--- config.mk ---
export PLATFORM = sky130hd
export DESIGN_NAME = serial_collect_flat
export DESIGN_NICKNAME = d
export VERILOG_FILES = /design/src/rtl/serial_collect_if.sv /design/src/rtl/serial_collect.sv /design/src/flat_wrapper.sv
export SDC_FILE = /design/constraint.sdc
export NUM_CORES = 1
export LEC_CHECK = 0
export ABC_AREA = 1
export CORE_MARGIN = 5
export CORE_UTILIZATION = 44
export CTS_BUF_LIST = sky130_fd_sc_hd__clkbuf_8
export DETAILED_ROUTE_END_ITERATION = 16
export HOLD_SLACK_MARGIN = 0.05
export PLACE_DENSITY = 0.75
export SYNTH_ARGS = -nofsm -noshare
export SYNTH_HDL_FRONTEND = slang
export SYNTH_SLANG_ARGS = --single-unit
--- constraint.sdc ---
create_clock -name clk -period 1.2 [get_ports clk]
set_input_delay 0.24 -clock clk [delete_from_list [all_inputs] [get_ports clk]]
set_output_delay 0.24 -clock clk [all_outputs]
set_load 0.03 [all_outputs]
--- src/rtl/serial_collect_if.sv ---
// ============================================================================
// serial_collect_if : serial-in / parallel-out handshake bundle
// Revision: 1.0
// ============================================================================
`default_nettype none

interface serial_collect_if #(
  parameter int N  = 4,
  parameter int CW = 3
);
  logic          clr;
  logic          dir;
  logic          sin;
  logic          sin_valid;
  logic [N-1:0]  word;
  logic          word_valid;
  logic          word_ready;
  logic          busy;
  logic [CW-1:0] count;
  logic          overrun;

  // Source / consumer side: feeds the bit stream and accepts words.
  modport master (
    output clr, dir, sin, sin_valid, word_ready,
    input  word, word_valid, busy, count, overrun
  );

  // Collector side.
  modport slave (
    input  clr, dir, sin, sin_valid, word_ready,
    output word, word_valid, busy, count, overrun
  );
endinterface

`default_nettype wire

--- src/rtl/serial_collect.sv ---
// ============================================================================
// serial_collect : assembles qualified serial bits into N-bit words (LSB- or
// MSB-first) and presents them on a registered valid/ready output.
// Revision: 1.0
// ============================================================================
`default_nettype none

module serial_collect #(
  parameter int N  = 4,
  parameter int CW = 3
) (
  input  wire              clk,
  input  wire              rst,
  serial_collect_if.slave  bus
);

  localparam logic [CW-1:0] c_last = CW'(N - 1);

  logic [N-1:0]  sreg_q, sreg_d;
  logic [CW-1:0] count_q, count_d;
  logic          ord_q, ord_d;
  logic [N-1:0]  word_q, word_d;
  logic          word_valid_q, word_valid_d;
  logic          overrun_q, overrun_d;

  logic          w_accept;
  logic          w_first;
  logic          w_order;
  logic          w_complete;
  logic          w_consume;
  logic [N-1:0]  w_shifted;

  always_comb begin
    w_accept   = bus.sin_valid & ~bus.clr;
    w_first    = (count_q == '0);
    // Order is taken live from dir on the first bit, then from the latch.
    w_order    = w_first ? bus.dir : ord_q;
    w_shifted  = w_order ? {bus.sin, sreg_q[N-1:1]} : {sreg_q[N-2:0], bus.sin};
    w_complete = w_accept & (count_q == c_last);
    w_consume  = word_valid_q & bus.word_ready;
  end

  always_comb begin
    sreg_d       = sreg_q;
    count_d      = count_q;
    ord_d        = ord_q;
    word_d       = word_q;
    word_valid_d = word_valid_q;
    overrun_d    = overrun_q;

    if (bus.clr) begin
      sreg_d       = '0;
      count_d      = '0;
      word_valid_d = 1'b0;
      overrun_d    = 1'b0;
    end else begin
      if (w_consume) begin
        word_valid_d = 1'b0;
      end
      if (w_accept) begin
        ord_d  = w_order;
        sreg_d = w_shifted;
        if (w_complete) begin
          word_d       = w_shifted;
          word_valid_d = 1'b1;
          count_d      = '0;
          if (word_valid_q && !bus.word_ready) begin
            overrun_d = 1'b1;
          end
        end else begin
          count_d = count_q + CW'(1);
        end
      end
    end
  end

  always_ff @(posedge clk or posedge rst) begin
    if (rst) begin
      sreg_q       <= '0;
      count_q      <= '0;
      ord_q        <= 1'b0;
      word_q       <= '0;
      word_valid_q <= 1'b0;
      overrun_q    <= 1'b0;
    end else begin
      sreg_q       <= sreg_d;
      count_q      <= count_d;
      ord_q        <= ord_d;
      word_q       <= word_d;
      word_valid_q <= word_valid_d;
      overrun_q    <= overrun_d;
    end
  end

  assign bus.word       = word_q;
  assign bus.word_valid = word_valid_q;
  assign bus.count      = count_q;
  assign bus.busy       = (count_q != '0);
  assign bus.overrun    = overrun_q;

endmodule

`default_nettype wire

--- src/flat_wrapper.sv ---
// flat-port wrapper written by rule: the top's interface ports become plain ports
module serial_collect_flat 
#(
  parameter int N  = 4,
  parameter int CW = 3
)
  (clk, rst, bus_clr, bus_dir, bus_sin, bus_sin_valid, bus_word_ready, bus_word, bus_word_valid, bus_busy, bus_count, bus_overrun);
  serial_collect_if #(.N(N), .CW(CW)) bus_i ();
  input  wire clk;
  input  wire rst;
  input wire logic [$bits(bus_i.clr)-1:0] bus_clr;
  input wire logic [$bits(bus_i.dir)-1:0] bus_dir;
  input wire logic [$bits(bus_i.sin)-1:0] bus_sin;
  input wire logic [$bits(bus_i.sin_valid)-1:0] bus_sin_valid;
  input wire logic [$bits(bus_i.word_ready)-1:0] bus_word_ready;
  output wire logic [$bits(bus_i.word)-1:0] bus_word;
  output wire logic [$bits(bus_i.word_valid)-1:0] bus_word_valid;
  output wire logic [$bits(bus_i.busy)-1:0] bus_busy;
  output wire logic [$bits(bus_i.count)-1:0] bus_count;
  output wire logic [$bits(bus_i.overrun)-1:0] bus_overrun;
  assign bus_i.clr = bus_clr;
  assign bus_i.dir = bus_dir;
  assign bus_i.sin = bus_sin;
  assign bus_i.sin_valid = bus_sin_valid;
  assign bus_i.word_ready = bus_word_ready;
  assign bus_word = bus_i.word;
  assign bus_word_valid = bus_i.word_valid;
  assign bus_busy = bus_i.busy;
  assign bus_count = bus_i.count;
  assign bus_overrun = bus_i.overrun;
  serial_collect #(.N(N), .CW(CW)) u_core (.clk(clk), .rst(rst), .bus(bus_i));
endmodule
Word level (Yosys, flattened, before mapping)
Cells that the tools add are included.

cells by class
  muxes and demuxes = 15
  reductions and logical operators = 10
  eq/ne operators = 1
  $add $sub $neg = 1
  bitwise logic cells = 4

operator list
  kind                   count
  $mux W4                3
  $mux W1                9
  $mux W3                3
  $reduce_and A3 Y1      2
  $reduce_bool A2 Y1     3
  $add A3 B1 Y3 const B  1
  $and A1 B1 Y1          3
  $eq A3 B2 Y1 const B   1
  $logic_not A3 Y1       1
  $reduce_bool A3 Y1     1
  $reduce_and A2 Y1      1
  $logic_and A1 B1 Y1    1
  $logic_not A1 Y1       1
  $not A1 Y1             1

word-level totals
  register bits = 14
  logic and storage cells = 37
  output and inout port bits = 10
  bits of input ports = 7

Longest topological paths before layout
  depth after elaboration = 6
  mapped depth = 7
  depth with buffers taken out = 7

Worst setup path after synthesis
No wires, ideal clock.

  path kind = register to register
  start = reg u_core.count_q[0] (netlist: u_core.bus.count[0])
  end = reg u_core.word_q[0] (netlist: u_core.bus.word[0])
  library setup time = 0.117 ns
  arrival time = 1.289 ns
  path slack = -0.206 ns
  required time = 1.083 ns
  clock period less this slack = 1.406 ns
  cell stages (with the launch flop) = 8
  path buffers = 0
  cells stage by stage = dfrtp_1 inv_1 ha_1 nand2_4 nand2_4 nand3_1 nand3_1 nand2_1

on the way
  cells in the longest elaborated chain, start to end = 3
  elaborated cells on any way between the ends = 6
  classes of those cells = 1 x eq/ne; 2 x mux; 1 x bitwise; 2 x reduce/logical

ends and longest elaborated chain
  what                                                           line                                        RTL
  start: declaration                                             serial_collect.sv:20                        logic [CW-1:0] count_q, count_d;
  start signal: assignment                                       serial_collect.sv:87                        count_q <= count_d;
  $eq A3 B2 Y1 or $logic_not A3 Y1 (tied branches)               serial_collect.sv:39, serial_collect.sv:35
  $and A1 B1 Y1 or $mux W1 (tied branches)                       serial_collect.sv:39, serial_collect.sv:37
  $reduce_and A3 Y1 (no source line) or $mux W4 (tied branches)  -
  end signal: assignment                                         serial_collect.sv:89                        word_q <= word_d;
  end: declaration                                               serial_collect.sv:22                        logic [N-1:0] word_q, word_d;

Several ways; a longest one is shown, not always the timed one.
A chain may end at the register's enable or synchronous reset.

Worst setup path in the final report
  start = reg u_core.count_q[0] (netlist: u_core.bus.count[0])
  end = out bus_busy

on the way
  cells in the longest elaborated chain, start to end = 1

ends and longest elaborated chain
  what                line                  RTL
  $reduce_bool A3 Y1  serial_collect.sv:98  assign bus.busy = (count_q != '0);
  end: declaration    flat_wrapper.sv:18    output wire logic [$bits(bus_i.busy)-1:0] bus_busy;

No other way between the ends.

==> summary.txt <==
Global routing
  • Number of global-route vias before repair: 691
  • Antenna violations before repair: 0
  • Gr usage total: 14.68%
  • Largest net degree at the start of global routing: 15
  • GRT overflow: 0
  • Global-route wire length before repair: 2.877 mm

Drt
  • Antenna-violating nets left: 0
  • First-pass DRT Iterations: 6
  • 1st-iter DRT viols: 12
  • Via density: 5.269
  • Drt wl/cell: 13.08 um
  • Total number of vias: 685
  • # DRC: 0
  • Final WL: 1.700 mm

Logic synthesis
  • Area contributors post-synth: dfrtp_1 49%, nand3_1 13%, nand2_1 11%
  • Synth top cells by count: 21 x nand2_1, 18 x nand3_1, 14 x dfrtp_1, 14 x inv_1, 5 x o21ai_0
  • Syn Area/Cell: 8.479 sq um
  • Top FF cell, synth: dfrtp_1
  • Syn nets: 94
  • Yosys warning total: 0
  • Cells after synthesis: 85
  • Yosys cell types: 12
  • Netlist Area Pre-Place: 720.7 sq um
  • EDFF count, synth: 0
  • Count leader, synth: nand2_1
  • Yosys reg bits: 14
  • Top cell type's share of synthesized area: 48.61%
  • Post-synthesis sequential area ratio: 48.61%
  • Cell taking the most area after synthesis: dfrtp_1
  • Async set-reset flop share out of synthesis: 100.0%

Worst setup path
  • CP Launch Type: register
  • WP data required: 0.96 ns
  • Worst setup EP type: primary output
  • Crit path kind: register to primary output
  • Worst path arrival time: 1.09 ns
  • Crit path max fanout: 3

STA
  • Endpoints failing hold: 0
  • Worst Max-Slew Pin Slew: 0.2091 ns
  • Clock skew: 0.002024 ns
  • Tcrit/Tclk final: 111.2%
  • Hold WS: 0.2896 ns
  • Min Tclk post-route: 1.335 ns
  • # setup viols final: 12
  • Slew Viols, Final: 0
  • Worst setup margin: -0.1347 ns
  • Max Fclk: 749.2 MHz
  • Unrepaired setup endpoints after global routing: true
  • Relative slew slack: 86.04%

CTS
  • Clk_lat worst skew: 0.25 ns
  • CTS tree: done
  • CTS root buf: clkbuf_8
  • Worst-case clock buffer depth: 2
  • CTS clk-pin slew, worst paths: 0.06 ns
  • Inserted Clock Buffers: 3
  • H-tree levels: 1
  • Clk sinks: 14

Die
  • Core Box Area: 1524 sq um
  • DIE AREA: 2547 sq um
  • Die Y: 50.47 um
  • Initial core utilization: 47.29%
  • Total I/O pin count: 17
  • Die Wd: 50.47 um
  • Row cnt: 14

Pwr
  • Worst VDD drop: 1249 uV
  • Total power: 1.458 mW
  • Leakage: 0.5936 nW
  • P per Cell Area: 1266 nW/um^2

Cells and area
  • Non-Filler Instances: 130
  • Layout cell share with drive strength beyond 1: 46.49%
  • Synth-to-Final Area Change: 59.72%
  • Area occupied by multi-input gates: 439.2 sq um
  • Diode count: 0
  • Nets@finish: 124
  • Fillcell total: 95
  • FF+latch area: 352.8 sq um

Status
  • Failing checks: setup timing
  • Run status: finished with violations

Place
  • Port Buffers: 16
  • Cell count after placement: 119
  • Hpwl dp: 1.157 mm
  • Routability cong.: 0.7697

Run
  • Max Cap Violations: 0

Worst hold path
  • Hold crit path type: primary input to async pin
==> final cells by class <==
class	instances	share of cell area, %
tap	16	1.739
inverter	17	5.761
timing repair buffer	25	18.91
sequential	14	30.65
multi-input combinational	54	38.15
clock buffer	4	4.783
==> worst paths after layout <==
check / endpoint / startpoint / depth (start not counted) / slack (ns)
max in group asynchronous: u_core.bus.count[1] / rst / 3 / 0.73
hold / removal: u_core.bus.word[3] / rst / 3 / 0.29
setup reg to reg: u_core.bus.word[0] / u_core.bus.count[0] / 8 / -0.13
min in group clk: u_core.sreg_q[3] / u_core.sreg_q[3] / 2 / 0.49
hold reg to reg: u_core.sreg_q[3] / u_core.sreg_q[3] / 2 / 0.49
setup / recovery: bus_busy / u_core.bus.count[0] / 4 / -0.13
==> timing repair <==
| action | CTS | global route |
|---|---|---|
| gates cloned | 0 | 0 |
| buffers inserted | 4 | 3 |
| endpoints found under the setup margin | 3 | 16 |
| resized for setup | 8 | 21 |
| pin swaps | 1 | 6 |
| hold buffers | 0 | 0 |
==> cells by family (layout without fill, tap and decap cells) <==
| family | Yosys count | in the layout | synth area share [%] |
|---|---|---|---|
| and+or+nand+nor | 47 | 47 | 35.59 |
| buffers and inverters | 17 | 46 | 8.854 |
| DFF | 14 | 14 | 48.61 |
| AOI/OAI and AO/OA | 5 | 5 | 3.472 |
| adders and majority gates | 2 | 2 | 3.472 |
==> cell usage in the layout (no fill, tap or decap), types with 2 or more instances in the layout <==
master and n:
nand2_1 20, buf_4 15, dfrtp_1 12, inv_1 11, nand3_2 9, nand3_1 7, clkdlybuf4s50_1 6, inv_2 5
nand3_4 5, clkbuf_8 4, buf_6 4, nand2_8 3, o21ai_0 2, o21ai_1 2, dfrtp_2 2
==> critical path, stage by stage (launching register included) <==
cell	delay (ns)
dfrtp_2	0.42
inv_2	0.08
ha_4	0.17
nand2_8	0.05
buf_6	0.13
==> power breakdown <==
part / switching (mW) / internal, mW
clock: 0.176 / 0.291
combinational: 0.261 / 0.181
sequential: 0.0324 / 0.516
total: 0.470 / 0.988
==> metal layers <==
metal	GRT usage, %	vias up	wire length (um)
li1	-	329	-
met5	0	-	0
met3	3.254	4	81
met2	22.52	21	862
met1	19.18	331	726
met4	7.660	0	29
==> stage by stage <==
| step | util [%] | instance area [sq um] | TNS [ns] | setup WS [ns] |
|---|---|---|---|---|
| finish | 75.53 | 1151 | -0.9388 | -0.1347 |
| global route | 75.53 | 1151 | -1.822 | -0.1763 |
| CTS | 67.98 | 1036 | -0.8122 | -0.1301 |
| detailed placement | 60.02 | 914.6 | -0.9997 | -0.1246 |
| global placement | 60.02 | 914.6 | -0.8499 | -0.1085 |
| floorplan | - | 744.5 | -0.1514 | -0.01892 |
==> flip-flops by register name, indices dropped and copies added, names as in the netlist <==
register               count
u_core.bus.word            4
u_core.sreg_q              4
u_core.bus.count           3
u_core.bus.overrun         1
u_core.bus.word_valid      1
u_core.ord_q               1
Note: power is estimated with default switching activity, not from simulation.
